File: src/rtl/srff_bank_arbiter.sv
// Round-robin arbiter that serialises set/clear commands onto a shared SR flop bank.
// Optional SRFF_ARB_SKIP_EN: commands that would not change the flag are acked without an S/R pulse.
//
// state | meaning
// IDLE  | waiting for a request; requests are sampled only here
// GRANT | winner latched, S/R one-hot being prepared
// DRIVE | single-cycle S or R pulse on the addressed flop
// ACK   | one-cycle ack to the winner, pointer advances
module srff_bank_arbiter #(
   parameter int NREQ  = 4,
   parameter int IDX_W = 3,
   localparam int NFLAG = 2 ** IDX_W
) (
   input  logic                  clk,
   input  logic                  reset,
   input  logic [NREQ-1:0]       req,
   input  logic [NREQ-1:0]       op,
   input  logic [NREQ*IDX_W-1:0] idx,
   output logic [NREQ-1:0]       ack,
   output logic                  busy,
   output logic [NFLAG-1:0]      s_out,
   output logic [NFLAG-1:0]      r_out,
   output logic [NFLAG-1:0]      flag_q,
   output logic                  skipped
);

   localparam int PTR_W = (NREQ > 1) ? $clog2(NREQ) : 1;

   typedef enum logic [1:0] {IDLE, GRANT, DRIVE, ACK} state_t;

   state_t             state, state_n;
   logic [PTR_W-1:0]   rr_ptr, winner, next_ptr, pick, off;
   logic [PTR_W:0]     sum;
   logic [NREQ-1:0]    rot;
   logic               pick_valid;
   logic               op_sel, op_l;
   logic [IDX_W-1:0]   idx_sel, idx_l;
   logic [NFLAG-1:0]   target;
   logic               skip_now;

`ifdef SRFF_ARB_SKIP_EN
   logic skip_q;

   assign skip_now = (flag_q[idx_l] == op_l);

   always_ff @(posedge clk) begin
      if (reset) begin
         skip_q <= 1'b0;
      end else if (state == GRANT) begin
         skip_q <= skip_now;
      end
   end
`else
   assign skip_now = 1'b0;
`endif

   // Rotate requests so the scan always starts at bit 0, then map the offset back.
   always_comb begin
      rot = NREQ'({req, req} >> rr_ptr);
      pick_valid = |rot;
      off = '0;
      for (int k = NREQ - 1; k >= 0; k--) begin
         if (rot[k]) off = PTR_W'(k);
      end
      sum = {1'b0, rr_ptr} + {1'b0, off};
      if (sum >= (PTR_W+1)'(NREQ)) sum = sum - (PTR_W+1)'(NREQ);
      pick = sum[PTR_W-1:0];
   end

   always_comb begin
      op_sel  = 1'b0;
      idx_sel = '0;
      for (int i = 0; i < NREQ; i++) begin
         if (pick == PTR_W'(i)) begin
            op_sel  = op[i];
            idx_sel = idx[i*IDX_W +: IDX_W];
         end
      end
   end

   assign next_ptr = (winner == PTR_W'(NREQ - 1)) ? '0 : winner + 1'b1;
   assign target   = {{(NFLAG-1){1'b0}}, 1'b1} << idx_l;

   always_ff @(posedge clk) begin
      if (reset) begin
         state <= IDLE;
      end else begin
         state <= state_n;
      end
   end

   always_comb begin
      state_n = state;
      case (state)
         IDLE:    if (pick_valid) state_n = GRANT;
         GRANT:   state_n = skip_now ? ACK : DRIVE;
         DRIVE:   state_n = ACK;
         ACK:     state_n = IDLE;
         default: state_n = IDLE;
      endcase
   end

   always_comb begin
      ack     = '0;
      busy    = (state != IDLE);
      skipped = 1'b0;
      if (state == ACK) ack[winner] = 1'b1;
`ifdef SRFF_ARB_SKIP_EN
      skipped = (state == ACK) && skip_q;
`endif
   end

   // S/R default to 0 every cycle so a pulse can only ever last the DRIVE cycle.
   always_ff @(posedge clk) begin
      if (reset) begin
         rr_ptr <= '0;
         winner <= '0;
         op_l   <= 1'b0;
         idx_l  <= '0;
         s_out  <= '0;
         r_out  <= '0;
         flag_q <= '0;
      end else begin
         s_out <= '0;
         r_out <= '0;
         if (state == IDLE && pick_valid) begin
            winner <= pick;
            op_l   <= op_sel;
            idx_l  <= idx_sel;
         end
         if (state == GRANT && !skip_now) begin
            if (op_l) s_out <= target;
            else      r_out <= target;
         end
         if (state == DRIVE) flag_q[idx_l] <= op_l;
         if (state == ACK)   rr_ptr <= next_ptr;
      end
   end

endmodule

File: config.mk
export PLATFORM = sky130hd
export DESIGN_NAME = srff_bank_arbiter
export DESIGN_NICKNAME = d
export VERILOG_FILES = /design/src/rtl/srff_bank_arbiter.sv
export SDC_FILE = /design/constraint.sdc
export NUM_CORES = 1
export LEC_CHECK = 0
export CORE_UTILIZATION = 41
export CTS_BUF_LIST = sky130_fd_sc_hd__clkbuf_4 sky130_fd_sc_hd__clkbuf_8
export CTS_CLUSTER_SIZE = 20
export DETAILED_ROUTE_END_ITERATION = 16
export PLACE_DENSITY = 0.82
export SYNTH_ARGS = -nofsm -noshare
export SYNTH_HDL_FRONTEND = slang
export SYNTH_SLANG_ARGS = --single-unit
File: constraint.sdc
create_clock -name clk -period 3.2 [get_ports clk]
set_input_delay 0.64 -clock clk [delete_from_list [all_inputs] [get_ports clk]]
set_output_delay 0.64 -clock clk [all_outputs]
set_load 0.02 [all_outputs]
==> results of run 1 <==
## sequential cells by signal, summed over array words and instances (netlist names)
register and cells:
idx_l 3, rr_ptr 2, winner 2, state 2, r_out 8, flag_q 8
op_l 1, s_out 8
## logic make-up (layout without fill, tap and decap cells)
family          Yosys count  count (layout)  synth area share, %
xor+xnor                  2               2                 1.39
compound gates           15              15                 8.18
flops                    34              34                 37.7
buf+inv                  22              72                 6.80
simple gates             74              74                 20.0
mux                      22              22                 19.4
fa+ha+maj                 9               9                 6.24
other cells               1               1                0.208
## power groups by stage
stage                     clock (µW)  sequential [µW]  combinational [µW]
after floorplan                    0              516                 385
after global routing             405              563                 500
final                            379              554                 451
after CTS                        389              553                 455
after detailed placement           0              563                 453
after global placement             0              559                 444
## worst max-delay path by stage
stage	depth (start not counted)	end	slack, ns
final	8	op_l$_SDFFE_PP0P_	0.27
after floorplan	8	idx_l[0]$_SDFFE_PP0P_	0.49
after detailed placement	8	op_l$_SDFFE_PP0P_	-0.05
after CTS	8	op_l$_SDFFE_PP0P_	0.26
after global placement	8	idx_l[0]$_SDFFE_PP0P_	0.04
after global routing	8	op_l$_SDFFE_PP0P_	0.15
## worst register-to-register path, cell delays in order, from the launching register on
cell and delay [ns]:
dfxtp_1 0.42, or4_2 0.71, o211ai_1 0.12, ha_1 0.38, mux4_1 0.59, mux2i_1 0.14
a211oi_1 0.09
## through the flow
stage | cells | util [%] | hold slack [ns] | setup TNS (ns)
2_1_floorplan | 179 | - | 0.476 | 0
3_3_place_gp | 271 | 56.4 | 0.449 | 0
3_5_place_dp | 271 | 56.4 | 0.452 | -0.155
4_1_cts | 279 | 59.0 | 0.461 | 0
5_1_grt | 279 | 59.0 | 0.512 | 0
6_report | 279 | 59.0 | 0.458 | 0
## layer usage
metal  vias up  GRT usage (%)  wire [µm]
met4         0           6.51         62
met2        48           26.7       1560
li1        718              -          -
met3         7           5.33        170
met1       629           17.6       1420
met5         -              0          0
## layout make-up
cell class / instances / area [µm²]
multi-input combinational: 123 / 1000
inverter: 8 / 30.0
clock buffer: 5 / 68.8
fill: 382 / 1690
timing repair buffer: 56 / 546
sequential: 34 / 681
tap: 50 / 62.6
clock inverter: 3 / 40.0
## Yosys cell counts (2+ instances only)
| library cell | n | area (µm²) |
|---|---|---|
| a211oi_1 | 4 | 30.0 |
| mux4_1 | 8 | 210 |
| ha_1 | 9 | 113 |
| nor3_1 | 2 | 10.0 |
| nor2b_1 | 2 | 12.5 |
| inv_1 | 8 | 30.0 |
| dfxtp_1 | 34 | 681 |
| or2_2 | 3 | 18.8 |
| mux2i_1 | 14 | 140 |
| buf_6 | 3 | 33.8 |
| a311oi_1 | 2 | 17.5 |
| nand2_1 | 5 | 18.8 |
| clkbuf_1 | 5 | 18.8 |
| nand3b_1 | 4 | 30.0 |
| and2_1 | 4 | 25.0 |
| a21oi_1 | 2 | 10.0 |
| nor2_1 | 41 | 154 |
| nand3_1 | 5 | 25.0 |
| buf_2 | 3 | 15.0 |
| or3b_2 | 3 | 26.3 |
| o211ai_1 | 2 | 15.0 |
==> impl_metrics.py, run 1 <==
metrics = {
    "outcome": {
        "outcome": "complete, no violations",
    },
    "min_path": {
        "hp-start": "flag_q[0]$_SDFFE_PP0P_",
        "holdPathStages": 2,
        "hp-class": "reg2reg",
        "whs_endpoint": "flag_q[0]$_SDFFE_PP0P_",
    },
    "routing": {
        "first_iter_violations": 44,
        "avgViaCountPerCell": 5.03,
        "drt-total-wl_um": 3210,
        "drc_errors": 0,
        "num_vias": 1402,
        "postRouteAntennaNets": 0,
        "detail_route.wl_per_cell_um": 11.5,
        "drtPass1Iterations": 4,
    },
    "timing": {
        "clock_skew_ns": 0.00309,
        "max_freq_mhz": 341,
        "fin_crit_sh_pct": 91.6,
        "rsz0062_at_grt": "no",
        "worstMarginPinSlew_ns": 0.705,
        "maxSlewViolCount": 0,
        "fin_ws_ns": 0.268,
        "max_slew_margin_pct": 52.8,
        "setup_viol": 0,
        "hold_viol_final": 0,
        "period_minus_slack_ns": 2.93,
    },
    "placed_design": {
        "place_ws_ns": -0.0479,
        "placed_cell_area_mm2": 0.00232,
        "port-buffer-count": 50,
        "gp_congestion": 0.819,
        "dp.final_hpwl_um": 2500,
    },
    "power": {
        "seq_power_share_pct": 40.0,
        "powerDensity_mw_per_mm2": 570,
        "power_uw": 1380,
        "p_comb_share_pct": 32.6,
        "switchingPower_uw": 453,
        "intPower_uw": 932,
        "p_clk_share_pct": 27.4,
        "p_leak_uw": 0.000965,
        "ir_worst_vdd_mv": 0.241,
        "swShare_pct": 32.7,
    },
    "clocking": {
        "cts-root-buf": "clkbuf_8",
        "htreeDepth": 2,
        "clk_pin_slew_ns": 0.06,
        "cts_made_buffers": 5,
        "cts.sinks": 34,
        "cts_tree": "done",
        "cts_buffer_depth": 2,
        "post-cts-setup-buffers": 0,
        "clk_latency_ns": 0.29,
        "cts-resized-gates": 0,
        "cts_hold_buffers": 0,
    },
    "floorplanning": {
        "pin_count": 52,
        "core_mm2": 0.00412,
        "die_h_um": 68.3,
        "die_w_um": 68.3,
        "initial_utilization_pct": 43.8,
        "dieArea_mm2": 0.00467,
        "num_rows": 23,
    },
    "critical_path": {
        "reg2reg_to": "op_l$_SDFFE_PP0P_",
        "critPathArrivalTime_ns": 3.07,
        "r2r_setup_slack_ns": 0.59,
        "crit_path_max_incr_delay_ns": 0.59,
        "cp_max_fo": 9,
        "critPathLaunchType": "input pin",
        "r2r_start": "rr_ptr[0]$_SDFFE_PP0P_",
        "worstPathRequired_ns": 3.33,
        "crit_chain": "clkdlybuf4s50_1, nor2_1, or4_2, o211ai_1, ha_1, mux4_1, mux2i_1, a211oi_1",
        "crit_buf_inv": 1,
        "rr_worst_depth": 6,
        "crit_start": "req[1]",
        "crit_family": "multiplexers",
        "cp_slowest_cell": "mux4_1",
        "crit_type": "in2reg",
        "critPathCaptureType": "flop",
    },
    "global_route": {
        "track_usage_pct": 15.7,
        "grt_first_pass_wirelength_um": 5400,
        "antenna_found_initial": 0,
        "grt_max_degree": 13,
        "grt_overflow": 0,
        "first_global_vias": 1267,
    },
    "layout": {
        "final_common_cell": "clkdlybuf4s50_1",
        "fin_nets": 259,
        "mostFrequentLayoutCells": "clkdlybuf4s50_1 (50), nor2_1 (41), dfxtp_1 (34)",
        "diodes": 0,
        "syn_to_final_growth_pct": 34.6,
        "finalInstanceArea_mm2": 0.00243,
        "drive_gt1_share_pct": 11.4,
    },
    "logic_synthesis": {
        "synth-main-ff-cell": "dfxtp_1",
        "syn_inst": 179,
        "ys_types": 37,
        "seq_area_frac_synth_pct": 37.7,
        "ys_warn_count": 0,
        "ys_seq_elements": 34,
        "syn_nets": 210,
        "syn_area_mm2": 0.00180,
        "postSynthAreaPerCell_um2": 10.1,
        "synth_edf_count": 0,
        "synthArstFlopShare_pct": 0,
    },
    "flow_run": {
        "maxCapViolCount": 0,
    },
}
(Power assumes the default switching activity.)
==> inputs of run 2 (changes only) <==
--- a/config.mk
+++ b/config.mk
@@ -5,6 +5,7 @@
 export SDC_FILE = /design/constraint.sdc
 export NUM_CORES = 1
 export LEC_CHECK = 0
+export CORE_MARGIN = 5
 export CORE_UTILIZATION = 41
 export CTS_BUF_LIST = sky130_fd_sc_hd__clkbuf_4 sky130_fd_sc_hd__clkbuf_8
 export CTS_CLUSTER_SIZE = 20
==> run 2 against run 1 <==
Net effect:
- die area up 25%
- first-iteration DRC count decreased by 14%
- critical path depth did not move
- critical path type unchanged
- critical endpoint is now idx_l[2]$_SDFFE_PP0P_
- largest cell class unchanged
- largest power group unchanged
- highest routed layer unchanged
==> impl_metrics.py, run 2 (synthesis gave the netlist of run 1 again) <==
metrics = {
    "critical_path": {
        "cp_slowest_cell": "mux4_1",
        "crit_path_max_incr_delay_ns": 0.61,
        "crit_family": "multiplexers",
        "rr_worst_depth": 6,
        "crit_chain": "clkdlybuf4s50_1, nor2_1, or4_2, o211ai_1, ha_1, mux4_1, mux2i_1, a211oi_1",
        "critPathCaptureType": "flop",
        "critPathArrivalTime_ns": 3.07,
        "crit_buf_inv": 1,
        "r2r_setup_slack_ns": 0.59,
        "reg2reg_to": "idx_l[2]$_SDFFE_PP0P_",
        "cp_max_fo": 9,
        "r2r_start": "rr_ptr[0]$_SDFFE_PP0P_",
        "worstPathRequired_ns": 3.34,
        "critPathLaunchType": "input pin",
        "crit_type": "in2reg",
    },
    "timing": {
        "clock_skew_ns": 0.00199,
        "maxSlewViolCount": 0,
        "holdWs_ns": 0.480,
        "max_freq_mhz": 340,
        "worstMarginPinSlew_ns": 0.685,
        "fin_crit_sh_pct": 91.8,
        "setup_viol": 0,
        "period_minus_slack_ns": 2.94,
        "rsz0062_at_grt": "no",
        "max_slew_margin_pct": 54.2,
        "hold_viol_final": 0,
        "tns_ns": 0,
    },
    "layout": {
        "final_common_cell": "clkdlybuf4s50_1",
        "seqCellArea_um2": 681,
        "reg_top3": "flag_q (8), r_out (8), s_out (8)",
        "fin_nets": 259,
        "drive_gt1_share_pct": 11.4,
        "multi_input_area_mm2": 0.00100,
        "mostFrequentLayoutCells": "clkdlybuf4s50_1 (50), nor2_1 (41), dfxtp_1 (34)",
        "finalInstanceArea_mm2": 0.00243,
        "nFillCells": 382,
        "syn_to_final_growth_pct": 34.8,
        "diodes": 0,
    },
    "min_path": {
        "holdPathStages": 2,
        "whs_endpoint": "flag_q[0]$_SDFFE_PP0P_",
        "hp-class": "reg2reg",
        "hp-start": "flag_q[0]$_SDFFE_PP0P_",
    },
    "routing": {
        "avgViaCountPerCell": 5.12,
        "postRouteAntennaNets": 0,
        "drc_errors": 0,
        "num_vias": 1439,
        "detail_route.wl_per_cell_um": 12.5,
        "drt-total-wl_um": 3530,
        "first_iter_violations": 38,
        "drtPass1Iterations": 4,
    },
    "clocking": {
        "cts_hold_buffers": 0,
        "cts-resized-gates": 0,
        "cts_buffer_depth": 2,
        "htreeDepth": 2,
        "clk_latency_ns": 0.28,
        "cts.sinks": 34,
        "cts-root-buf": "clkbuf_8",
        "cts_tree": "done",
        "clk_pin_slew_ns": 0.06,
        "post-cts-setup-buffers": 0,
        "cts_made_buffers": 5,
    },
    "global_route": {
        "grt_overflow": 0,
        "track_usage_pct": 13.2,
        "antenna_found_initial": 0,
        "grt_max_degree": 13,
        "grt_first_pass_wirelength_um": 6290,
        "first_global_vias": 1437,
        "gr-usage-met3_pct": 2.84,
        "grtUsageMet1_pct": 13.9,
        "met2_usage_pct": 23.5,
        "grt.busiest_layer": "met2",
    },
    "floorplanning": {
        "initial_utilization_pct": 41.7,
        "num_rows": 24,
        "pin_count": 52,
        "die_w_um": 76.3,
        "die_h_um": 76.3,
        "dieArea_mm2": 0.00583,
        "core_mm2": 0.00432,
    },
    "placed_design": {
        "gp_congestion": 0.738,
        "dp.final_hpwl_um": 2750,
        "port-buffer-count": 50,
        "placed_cell_area_mm2": 0.00232,
    },
    "power": {
        "ir_worst_vdd_mv": 0.225,
        "power_uw": 1370,
        "p_leak_uw": 0.000964,
        "powerDensity_mw_per_mm2": 562,
    },
    "outcome": {
        "outcome": "complete, no violations",
    },
    "flow_run": {
        "maxCapViolCount": 0,
    },
}
[run 2: cell count changes in the layout (fill, tap and decap cells not counted)]
cell,change
clkbuf_8,+3
bufinv_16,-1
clkinv_2,-2
[run 2: worst min-delay path, cell delays in order, from the launching register on]
cell	delay [ns]
dfxtp_1	0.32
nand2_1	0.06
a21oi_1	0.06
[run 2: worst max-delay path by stage]
stage | start | endpoint | cells past startpoint
2_1_floorplan | req[2] | idx_l[0]$_SDFFE_PP0P_ | 8
3_3_place_gp | req[1] | idx_l[0]$_SDFFE_PP0P_ | 8
3_5_place_dp | req[1] | idx_l[2]$_SDFFE_PP0P_ | 8
4_1_cts | req[1] | idx_l[2]$_SDFFE_PP0P_ | 8
5_1_grt | req[1] | op_l$_SDFFE_PP0P_ | 8
6_report | req[1] | idx_l[2]$_SDFFE_PP0P_ | 8
[run 2: area by class of cell]
class                           instances  share of cell area (%)
Multi-Input combinational cell        123                    41.2
Sequential cell                        34                    28.0
Timing Repair Buffer                   56                    22.4
Clock buffer                            8                    4.53
Tap cell                               52                    2.67
Inverter                                8                    1.23
[run 2: where the power goes]
group | switching [µW] | internal [µW]
combinational | 223 | 231
sequential | 81.2 | 473
clock | 142 | 217
[run 2: stage by stage]
step           util (%)  setup WS, ns  std cells
4_1_cts            56.3         0.248        281
3_3_place_gp       53.7        0.0327        273
6_report           56.3         0.262        281
2_1_floorplan         -         0.492        179
3_5_place_dp       53.7       -0.0573        273
5_1_grt            56.3        0.0820        281
[run 2: layer usage]
layer | vias up | part of all wire (%)
li1 | 721 | -
met1 | 660 | 42
met2 | 50 | 49
met3 | 8 | 6.3
met4 | 0 | 2.8
met5 | - | 0
